`config.mk`:
```
export PLATFORM = sky130hd
export DESIGN_NAME = alu_cond_logic
export DESIGN_NICKNAME = d
export VERILOG_FILES = /design/src/rtl/alu_cond_pkg.sv /design/src/rtl/alu_cond_check.sv /design/src/rtl/alu_cond_logic.sv
export SDC_FILE = /design/constraint.sdc
export NUM_CORES = 1
export LEC_CHECK = 0
export BUFFER_PORTS_ARGS = -buffer_cell sky130_fd_sc_hd__clkbuf_2
export CORE_UTILIZATION = 40
export CTS_CLUSTER_SIZE = 25
export DETAILED_ROUTE_END_ITERATION = 8
export HOLD_SLACK_MARGIN = 0.06
export PLACE_DENSITY_LB_ADDON = 0.3
export RECOVER_POWER = 50
export SYNTH_ARGS = -nofsm -noshare
export SYNTH_HDL_FRONTEND = slang
export SYNTH_SLANG_ARGS = --single-unit
export TNS_END_PERCENT = 30
```
`constraint.sdc`:
```
create_clock -name clk -period 5.3 [get_ports clk]
set_input_delay 0.265 -clock clk [delete_from_list [all_inputs] [get_ports clk]]
set_output_delay 0.265 -clock clk [all_outputs]
set_load 0.05 [all_outputs]
```
`src/rtl/alu_cond_pkg.sv`:
```
// Shared definitions for the ARM condition-code stage: condition encodings,
// NZCV bit positions and the pure condition evaluator.
package alu_cond_pkg;

    localparam logic [3:0] COND_EQ    = 4'b0000;
    localparam logic [3:0] COND_NE    = 4'b0001;
    localparam logic [3:0] COND_CS    = 4'b0010;
    localparam logic [3:0] COND_CC    = 4'b0011;
    localparam logic [3:0] COND_MI    = 4'b0100;
    localparam logic [3:0] COND_PL    = 4'b0101;
    localparam logic [3:0] COND_VS    = 4'b0110;
    localparam logic [3:0] COND_VC    = 4'b0111;
    localparam logic [3:0] COND_HI    = 4'b1000;
    localparam logic [3:0] COND_LS    = 4'b1001;
    localparam logic [3:0] COND_GE    = 4'b1010;
    localparam logic [3:0] COND_LT    = 4'b1011;
    localparam logic [3:0] COND_GT    = 4'b1100;
    localparam logic [3:0] COND_LE    = 4'b1101;
    localparam logic [3:0] COND_AL    = 4'b1110;
    localparam logic [3:0] COND_UNDEF = 4'b1111;

    localparam int FLAG_N = 3;
    localparam int FLAG_Z = 2;
    localparam int FLAG_C = 1;
    localparam int FLAG_V = 0;

    // Evaluates a condition against {N,Z,C,V}. COND_UNDEF returns 0 here;
    // whether it executes is a per-instance choice made by the caller.
    function automatic logic cond_check(input logic [3:0] cond, input logic [3:0] flags);
        logic n, z, c, v;
        n = flags[FLAG_N];
        z = flags[FLAG_Z];
        c = flags[FLAG_C];
        v = flags[FLAG_V];
        case (cond)
            COND_EQ: cond_check = z;
            COND_NE: cond_check = ~z;
            COND_CS: cond_check = c;
            COND_CC: cond_check = ~c;
            COND_MI: cond_check = n;
            COND_PL: cond_check = ~n;
            COND_VS: cond_check = v;
            COND_VC: cond_check = ~v;
            COND_HI: cond_check = c & ~z;
            COND_LS: cond_check = ~c | z;
            COND_GE: cond_check = (n == v);
            COND_LT: cond_check = (n != v);
            COND_GT: cond_check = ~z & (n == v);
            COND_LE: cond_check = z | (n != v);
            COND_AL: cond_check = 1'b1;
            default: cond_check = 1'b0;
        endcase
    endfunction

endpackage

```
`src/rtl/alu_cond_check.sv`:
```
// Combinational condition evaluator: decides whether the issued instruction
// passes its condition field given the currently stored flags.
module alu_cond_check
    import alu_cond_pkg::*;
#(
    parameter bit UNDEF_EXEC = 1'b0
) (
    input  logic [3:0] cond,
    input  logic [3:0] flags,
    output logic       cond_ex,
    output logic       undef
);

    // Pass/fail decision; the reserved 1111 encoding is always reported.
    always_comb begin
        undef   = (cond == COND_UNDEF);
        cond_ex = undef ? UNDEF_EXEC : cond_check(cond, flags);
    end

endmodule

```
`src/rtl/alu_cond_logic.sv`:
```
// Architectural NZCV register plus registered, condition-gated write strobes
// for PC, register file and memory. One cycle of latency, qualified by valid_out.
module alu_cond_logic
    import alu_cond_pkg::*;
#(
    parameter logic [3:0] FLAGS_RESET = 4'b0000,
    parameter bit         UNDEF_EXEC  = 1'b0
) (
    input  logic       clk,
    input  logic       reset,
    input  logic       valid_in,
    input  logic [3:0] Cond,
    input  logic [3:0] ALUFlags,
    input  logic [1:0] FlagW,
    input  logic       PCS,
    input  logic       RegW,
    input  logic       MemW,
    input  logic       NoWrite,
    output logic       valid_out,
    output logic       CondEx,
    output logic       PCSrc,
    output logic       RegWrite,
    output logic       MemWrite,
    output logic       Undef,
    output logic [3:0] Flags
);

    logic [3:0] flags_q;
    logic       cond_ex;
    logic       undef;
    logic       fire;

    // Evaluation uses the stored flags only: no bypass from this
    // instruction's own ALUFlags.
    alu_cond_check #(
        .UNDEF_EXEC (UNDEF_EXEC)
    ) u_check (
        .cond    (Cond),
        .flags   (flags_q),
        .cond_ex (cond_ex),
        .undef   (undef)
    );

    assign fire  = valid_in & cond_ex;
    assign Flags = flags_q;

    // Flag register: N,Z and C,V groups update independently, only for a
    // valid instruction whose condition passed.
    // NOTE: sequential state uses non-blocking assignments so every register
    // samples pre-edge values regardless of statement order.
    always_ff @(posedge clk or posedge reset) begin
        if (reset) begin
            flags_q <= FLAGS_RESET;
        end else if (fire) begin
            if (FlagW[1]) begin
                flags_q[FLAG_N] <= ALUFlags[FLAG_N];
                flags_q[FLAG_Z] <= ALUFlags[FLAG_Z];
            end
            if (FlagW[0]) begin
                flags_q[FLAG_C] <= ALUFlags[FLAG_C];
                flags_q[FLAG_V] <= ALUFlags[FLAG_V];
            end
        end
    end

    // Output stage: strobes are forced low whenever no instruction is issued.
    always_ff @(posedge clk or posedge reset) begin
        if (reset) begin
            valid_out <= 1'b0;
            CondEx    <= 1'b0;
            PCSrc     <= 1'b0;
            RegWrite  <= 1'b0;
            MemWrite  <= 1'b0;
            Undef     <= 1'b0;
        end else begin
            valid_out <= valid_in;
            CondEx    <= fire;
            PCSrc     <= fire & PCS;
            RegWrite  <= fire & RegW & ~NoWrite;
            MemWrite  <= fire & MemW;
            Undef     <= valid_in & undef;
        end
    end

endmodule
```
==> results.yml, run 1 <==
clocking:
  cts_max_path_buffers: 2
  cts_made_buffers: 3
  tritoncts: "done"
  clockRootBuffer: "clkbuf_4"
  hold_buffers: 1
  cts.sinks: 10
  cts_resized: 0
  clk_latency_ps: 260
  clk_pin_slew_ps: 70
  post_cts_buffers: 0
  ctsHtreeMaxLevel: 1
pwr:
  clkPwrFrac_pct: 18.4
  p_int_mw: 0.1943
  netSwitchingPower_mw: 0.1660
  vdd_ir_drop_max_uv: 283.6
  switching_share_pct: 46.08
  p_leak_nw: 0.3866
  p_per_area_mw_per_mm2: 470.5
  p_seq_share_pct: 34.7
  comb_power_share_pct: 46.9
  power_mw: 0.3603
timing:
  holdWs_ps: 142.8
  skew_ps: 6.346
  slew-limit-headroom_pct: 59.65
  drv_slew: 0
  hold_viol: 0
  finalCritPeriodShare_pct: 37.14
  min_period_ps: 1969
  fin_tns_setup_ps: 0
  setup_viol: 0
  rsz0062_at_grt: "false"
  clock.fmax_ghz: 0.5080
  worst_slew_pin_slew_ps: 607.8
setup_path:
  worstPathBufferInverterCount: 0
  r2r_start: "Flags[3]$_DFFE_PP0P_"
  cp_slowest_cell: "dfrtp_1"
  r2r_end: "Flags[0]$_DFFE_PP0P_"
  max_stage_delay_ps: 450
  start_kind: "flop"
  required_ps: 5440
  r2r_setup_slack_ps: 3330
  path_cells: "xnor2_1, mux2i_1, a311oi_1, o311ai_1, mux2_2"
  path_class: "reg -> reg"
  end_kind: "flop"
  crit_path_max_fanout: 7
  reg2regPathDepth: 5
  path_delay_family: "multiplexers"
  arrival_ps: 2110
synthesis:
  synth_common_cells: "dfrtp_1, inv_1, mux2_2, nor2_1"
  synth-edff-count: 0
  netlist_area_um2: 611.8
  syn_avg_cell_area_um2: 9.868
  synth.area.top_cells: "dfrtp_1, mux2_2, buf_6"
  yosys_warnings: 0
  syn-num-nets: 79
  yosysSeqAreaShare_pct: 40.90
  ys.flop_type: "dfrtp_1"
  synthArstFlopShare_pct: 100.0
  yosysTopAreaCell: "dfrtp_1"
  synthCells: 62
  post-synth-top-count-cell: "dfrtp_1"
  synth.top_cell.area_share_pct: 40.90
  ys_seq_elements: 10
  synth.distinct_cells: 31
global_routing:
  track_usage_pct: 17.25
  grt_max_degree: 14
  grt_pass1_wl_um: 1876
  grt_pass1_vias: 463
  antenna_found_initial: 0
  globalRoute.totalOverflow: 0
worst_hold_path:
  holdPathStages: 1
  worstHoldPathType: "in -> reg"
  holdPathEnd: "valid_out$_DFF_PP0_"
  min_from: "valid_in"
floorplan:
  die_w_um: 41.11
  core.rowCount: 13
  core-area_mm2: 0.001366
  io_pins: 27
  dieArea_mm2: 0.001690
  start_util_pct: 44.78
  die_h_um: 41.11
job:
  cap_violations: 0
route:
  drt_iter0_markers: 1
  final_antenna_net_count: 0
  vias: 528
  viasPerCell: 5.077
  drc: 0
  wl_per_cell_um: 11.95
  drt-pass1-iter-count: 2
  wl_um: 1243
layout:
  final_util_pct: 56.04
  nets: 107
  antenna_cells: 0
  fillCellCount: 136
  final_cells: 104
  area_growth_pct: 25.15
  drive_gt1_share_pct: 34.83
run_status:
  run_status: "complete, no violations"
place:
  placed_cells: 99
  portBuffers: 26
  dp_hpwl_um: 948.9
  place.gp.congestion: 0.7528
==> cell families (layout without fill, tap and decap cells) <==
kind of cell	after synthesis	in the layout	share of synthesized area, %
simple gates	21	21	20.86
compound gates	12	12	13.91
flops	10	10	40.90
buf+inv	10	37	9.406
mux	6	6	10.63
xor+xnor	3	3	4.295
==> power groups by stage <==
stage / Combinational, mW / Clock [mW] / Sequential (mW)
final: 0.169 / 0.0661 / 0.125
after global routing: 0.181 / 0.0732 / 0.129
after CTS: 0.171 / 0.0682 / 0.126
after floorplan: 0.0656 / 0 / 0.191
after global placement: 0.168 / 0 / 0.126
after detailed placement: 0.170 / 0 / 0.127
==> state kept, by name, indices dropped and copies added (netlist names) <==
signal and flops:
CondEx 1, Flags 4, MemWrite 1, PCSrc 1, RegWrite 1, Undef 1
valid_out 1
==> cells in the final DEF, fill, tap and decap left out, drive strengths merged <==
| cell type | count |
|---|---|
| and2 | 1 |
| mux2i | 2 |
| o31a | 1 |
| xor2 | 2 |
| o21ai | 1 |
| mux2 | 4 |
| nor3 | 1 |
| o22ai | 1 |
| and3 | 1 |
| nand3 | 3 |
| nand4 | 1 |
| and3b | 1 |
| inv | 6 |
| or2 | 1 |
| and4bb | 1 |
| or2b | 1 |
| nor3b | 3 |
| nor2b | 2 |
| dlygate4sd3 | 1 |
| a311oi | 1 |
| nor2 | 4 |
| dfrtp | 10 |
| xnor2 | 1 |
| o311ai | 2 |
| nand2 | 1 |
| a21oi | 2 |
| o211ai | 2 |
| clkbuf | 30 |
| o31ai | 1 |
| a31oi | 1 |
==> area by class of cell <==
type                            count  area (um^2)  share of cell area (%)
Clock buffer                        4        36.28                   4.739
Multi-Input combinational cell     42        304.0                   39.71
Tap cell                           15        18.77                   2.451
Sequential cell                    10        250.2                   32.68
Timing Repair Buffer               27        133.9                   17.48
Inverter                            6        22.52                   2.941
==> metrics by stage <==
step / cell area, um^2 / worst slack [ps]
6_report: 765.7 / 3331
5_1_grt: 765.7 / 3239
4_1_cts: 772.0 / 3309
3_5_place_dp: 725.7 / 3386
3_3_place_gp: 725.7 / 3375
2_1_floorplan: 611.8 / 3246
==> worst max-delay path by stage <==
stage	start	to	slack, ps	depth (start not counted)
3_3_place_gp	Flags[3]$_DFFE_PP0P_	Flags[1]$_DFFE_PP0P_	3380	5
6_report	Flags[3]$_DFFE_PP0P_	Flags[0]$_DFFE_PP0P_	3330	5
4_1_cts	Flags[3]$_DFFE_PP0P_	Flags[0]$_DFFE_PP0P_	3310	5
3_5_place_dp	Flags[3]$_DFFE_PP0P_	Flags[1]$_DFFE_PP0P_	3390	5
5_1_grt	Flags[3]$_DFFE_PP0P_	Flags[0]$_DFFE_PP0P_	3240	5
2_1_floorplan	Flags[0]$_DFFE_PP0P_	Flags[0]$_DFFE_PP0P_	3250	5
==> worst reg2reg max path: cells and delay by family (launching register included) <==
kind | cells | cell delay [ps]
AOI/OAI and AO/OA | 2 | 590
xor gates and xnor gates | 1 | 220
muxes | 2 | 600
DFF | 1 | 450
==> per-layer routing <==
| layer | GRT usage [%] | vias to the layer above | routed length, um |
|---|---|---|---|
| met5 | 0 | - | 0 |
| li1 | - | 275 | - |
| met3 | 3.804 | 2 | 51 |
| met2 | 29.69 | 13 | 611 |
| met1 | 20.74 | 238 | 574 |
| met4 | 6.452 | 0 | 5 |
No activity file was read; power rests on OpenSTA's default activity.
==> run 2, diff against run 1 <==
Settings changed: ABC_AREA set to 1.
Clock period 5.3 ns to 1.7 ns, I/O delays scaled along.
==> results.yml, run 2 <==
run_status:
  run_status: "complete, no violations"
timing:
  rsz0062_at_grt: "false"
  finalCritPeriodShare_pct: 80.01
  hold_viol: 0
  min_period_ps: 1360
  slew-limit-headroom_pct: 60.33
  setup_viol: 0
  fin_tns_setup_ps: 0
  skew_ps: 7.415
  drv_slew: 0
  clock.fmax_ghz: 0.7352
  worst_slew_pin_slew_ps: 597.5
setup_path:
  arrival_ps: 1510
  path_class: "reg -> reg"
  start_kind: "flop"
  end_kind: "flop"
  crit_path_max_fanout: 7
  required_ps: 1850
place:
  placed_cells: 126
  place.gp.congestion: 0.8132
  placed_area_um2: 764.5
  dp_hpwl_um: 1034
  portBuffers: 26
clocking:
  clk_pin_slew_ps: 60
  clockRootBuffer: "clkbuf_4"
  cts.sinks: 10
  ctsHtreeMaxLevel: 1
  clk_latency_ps: 270
  cts_made_buffers: 3
  tritoncts: "done"
  cts_max_path_buffers: 2
  cts_resized: 0
synthesis:
  syn-num-nets: 104
  yosys_warnings: 0
  synthArstFlopShare_pct: 100.0
  synth-edff-count: 0
  netlist_area_um2: 625.6
  ys_seq_elements: 10
  post-synth-top-count-cell: "nand2_1"
  yosysTopAreaCell: "dfrtp_1"
  ys.flop_type: "dfrtp_1"
  synth.distinct_cells: 18
  yosysSeqAreaShare_pct: 40.00
  syn_avg_cell_area_um2: 7.191
  synth_common_cells: "nand2_1, inv_1, dfrtp_1, nand3_1, nor2_1"
  synth.top_cell.area_share_pct: 40.00
  synthCells: 87
  synth.area.top_cells: "dfrtp_1, nand2_1, nand3_1"
route:
  wl_per_cell_um: 9.812
  wl_um: 1354
  vias: 657
  viasPerCell: 4.761
  drc: 0
  drt-pass1-iter-count: 4
  drt_iter0_markers: 9
  final_antenna_net_count: 0
layout:
  nets: 141
  fillCellCount: 126
  multi_input_area_um2: 312.8
  drive_gt1_share_pct: 29.27
  layout_commonest_cell: "nand2_1"
  final_cell_mix: "nand2_1, clkbuf_2, inv_1"
  area_growth_pct: 40.00
  ff_latch_area_um2: 250.2
  final_cells: 138
  final_util_pct: 63.35
  antenna_cells: 0
  largest_reg_flops: 4
  final_area_um2: 875.8
global_routing:
  grt_busiest_layer: "met2"
  grt_max_degree: 11
  use_met3_pct: 8.696
  met1_usage_pct: 21.80
  grt_pass1_wl_um: 2387
  track_usage_pct: 18.33
  use_met2_pct: 28.13
  globalRoute.totalOverflow: 0
  antenna_found_initial: 0
  grt_pass1_vias: 608
worst_hold_path:
  worstHoldPathType: "in -> reg"
pwr:
  p_per_area_mw_per_mm2: 1381
  vdd_ir_drop_max_uv: 1191
  p_leak_nw: 0.5004
floorplan:
  start_util_pct: 45.25
  core.rowCount: 13
  core-area_mm2: 0.001383
  dieArea_mm2: 0.001726
  die_h_um: 41.55
  die_w_um: 41.55
  io_pins: 27
job:
  cap_violations: 0
==> run 2: cell count changes in the layout (fill, tap and decap cells not counted), sizes merged, moves of 3 or more <==
cell,previous run,this run
inv,6,14
nand2,1,31
mux2,4,0
nor2,4,8
nand4,1,4
nand3,3,13
dlygate4sd3,1,8
==> run 2: path summary, 6_finish.rpt <==
check / start / endpoint / slack (ps) / depth (start not counted)
setup / recovery: Flags[3]$_DFFE_PP0P_ / Flags[3]$_DFFE_PP0P_ / 340 / 9
hold / removal: ALUFlags[2] / Flags[2]$_DFFE_PP0P_ / 70 / 3
setup reg to reg: Flags[3]$_DFFE_PP0P_ / Flags[3]$_DFFE_PP0P_ / 340 / 9
max in group asynchronous: reset / Flags[3]$_DFFE_PP0P_ / 1110 / 3
min in group asynchronous: reset / Undef$_DFF_PP0_ / 310 / 3
hold reg to reg: Flags[0]$_DFFE_PP0P_ / Flags[0]$_DFFE_PP0P_ / 560 / 2
==> run 2: area by class of cell <==
type / instances / share of cell area, %
multi-input combinational: 61 / 35.71
sequential: 10 / 28.57
timing repair buffer: 34 / 23.43
inverter: 14 / 6.000
clock buffer: 4 / 4.143
tap: 15 / 2.143
==> run 2: kinds of logic after synthesis <==
group / count (synthesis) / synth area share, %
flip-flops: 10 / 40.00
buffers and inverters: 16 / 10.00
AND/OR/NAND/NOR: 59 / 47.80
AO/OA/AOI/OAI: 2 / 2.199
==> run 2: worst max-delay path, stage by stage, from the launching register on <==
cell	delay, ps
dfrtp_1	420
inv_1	80
nand2_1	80
nand2_1	80
nand2_1	70
nand3_1	80
nor2_2	130
nand3_4	130
nand4_1	100
nand2_1	70
==> run 2: metal layers <==
metal | up-vias | part of all wire [%]
met4 | 0 | 2.1
met3 | 4 | 6.6
met1 | 285 | 44
li1 | 344 | -
met5 | - | 0
met2 | 24 | 47
==> run 2: power breakdown <==
part	switching [mW]	internal (mW)	leakage, nW
logic	0.455	0.172	0.351
registers	0.0691	0.303	0.129
clock network	0.0796	0.130	0.0210
total	0.604	0.605	0.500
==> run 2: stage by stage <==
stage / power [mW] / setup WS (ps) / hold slack, ps
6_report: 1.209 / 339.8 / 74.62
5_1_grt: 1.300 / 159.0 / 84.46
4_1_cts: 1.225 / 346.6 / 71.09
3_5_place_dp: 0.9939 / 360.2 / 59.92
3_3_place_gp: 0.9896 / 338.5 / 47.44
2_1_floorplan: 0.8516 / 133.1 / -74.82
==> run 2: repair_timing <==
action	CTS	global route
hold buffers	8	0
endpoints found under the hold margin	16	0
buffers inserted	0	0
==> run 3, diff against run 2 <==
Clock period 1.7 ns to 1.1 ns, I/O delays scaled along.
==> results.yml, run 3 (same netlist as run 2, synthesis figures left out) <==
timing:
  skew_ps: 0.4689
  clock.fmax_ghz: 0.7603
  finalCritPeriodShare_pct: 119.6
  rsz0062_at_grt: "true"
  hold_viol: 0
  slew-limit-headroom_pct: 73.62
  worst_slew_pin_slew_ps: 395.3
  min_period_ps: 1315
  setup_viol: 9
  worst_slack_ps: -215.2
  drv_slew: 0
pwr:
  p_per_area_mw_per_mm2: 2257
  vdd_ir_drop_max_uv: 1503
  power_mw: 2.296
  p_leak_nw: 0.5696
global_routing:
  track_usage_pct: 23.73
  antenna_found_initial: 0
  grt_pass1_vias: 731
  grt_max_degree: 11
  globalRoute.totalOverflow: 0
  grt_pass1_wl_um: 3174
setup_path:
  end_kind: "flop"
  path_class: "reg -> reg"
  path_common_cell: "nand2_2"
  start_kind: "flop"
  arrival_ps: 1490
  max_stage_delay_ps: 440
  path_cells: "inv_2, nand2_2, nand2_2, nand2_2, nand2_1, nand2_1, nand2_2, nand3_4, nand4_1, nand2_1"
  required_ps: 1270
  cp_slowest_cell: "dfrtp_2"
  crit_path_max_fanout: 7
route:
  final_antenna_net_count: 0
  wl_per_cell_um: 12.66
  drc: 0
  drt-pass1-iter-count: 4
  wl_um: 1848
  drt_iter0_markers: 27
  vias: 746
  viasPerCell: 5.110
floorplan:
  die_w_um: 41.55
  die_h_um: 41.55
  dieArea_mm2: 0.001726
  io_pins: 27
  core-area_mm2: 0.001383
  core.rowCount: 13
  start_util_pct: 45.25
place:
  place.gp.congestion: 0.8315
  portBuffers: 26
  dp_hpwl_um: 1249
  placed_area_um2: 807.0
layout:
  final_util_pct: 73.57
  antenna_cells: 0
  largest_reg_flops: 4
  drive_gt1_share_pct: 45.80
  nets: 149
  area_growth_pct: 62.60
  layout_commonest_cell: "nand2_1"
  final_cell_mix: "nand2_1, clkbuf_2, dlygate4sd3_1"
  final_area_mm2: 0.001017
clocking:
  ctsHtreeMaxLevel: 1
  clk_latency_ps: 280
  cts_max_path_buffers: 2
  cts_made_buffers: 3
  tritoncts: "done"
  cts.sinks: 10
  clockRootBuffer: "clkbuf_4"
  clk_pin_slew_ps: 70
run_status:
  violations: "negative setup slack"
  run_status: "finished with violations"
job:
  cap_violations: 0
worst_hold_path:
  worstHoldPathType: "in -> reg"
[run 3: metal layers]
metal / vias up / routed length, um / global-route usage [%]
li1: 364 / - / -
met2: 35 / 966 / 40.94
met1: 342 / 709 / 28.73
met3: 5 / 134 / 4.783
met5: - / 0 / 0
met4: 0 / 38 / 9.032
[run 3: report_power, final]
group	internal (mW)	leakage [nW]	switching, mW
registers	0.481	0.124	0.0889
logic	0.538	0.425	0.833
clock network	0.202	0.0210	0.153
[run 3: metrics by stage]
step	setup WS (ps)	cells	setup TNS, ps	hold slack, ps
floorplan	-259.5	87	-2010	-105.1
global placement	-172.6	131	-1180	18.81
detailed placement	-225.0	131	-1582	32.86
CTS	-216.6	146	-1522	62.13
global route	-297.3	146	-2341	78.62
finish	-215.2	146	-1627	59.33
[run 3: final timing paths]
path / from / cells after the start / end / slack [ps]
worst max-delay path: Flags[3]$_DFFE_PP0P_ / 10 / Flags[1]$_DFFE_PP0P_ / -220
worst min-delay path: FlagW[1] / 3 / Flags[3]$_DFFE_PP0P_ / 60
worst max register to register: Flags[3]$_DFFE_PP0P_ / 10 / Flags[1]$_DFFE_PP0P_ / -220
worst min register to register: Flags[1]$_DFFE_PP0P_ / 3 / Flags[1]$_DFFE_PP0P_ / 620
max in group asynchronous: reset / 3 / Flags[1]$_DFFE_PP0P_ / 500
min in group asynchronous: reset / 3 / Undef$_DFF_PP0_ / 300
[run 3: what timing repair did]
item	in CTS	in global routing
pin swaps	9	2
endpoints found under the hold margin	18	0
gates resized for setup	15	3
buffers inserted	1	0
endpoints found under the setup margin	12	10
hold buffers	10	0
[run 3: final cells by class]
| cell class | count | area, um^2 |
|---|---|---|
| Timing Repair Buffer | 42 | 316.6 |
| Tap cell | 15 | 18.77 |
| Clock buffer | 4 | 36.28 |
| Sequential cell | 10 | 255.2 |
| Multi-Input combinational cell | 61 | 337.8 |
| Inverter | 14 | 52.55 |
| Fill cell | 104 | 365.4 |
[run 3: critical path, delay by kind of cell (launching register included)]
kind,cells,cell delay [ps]
and+or+nand+nor,9,690
DFF,1,440
buffers and inverters,1,70
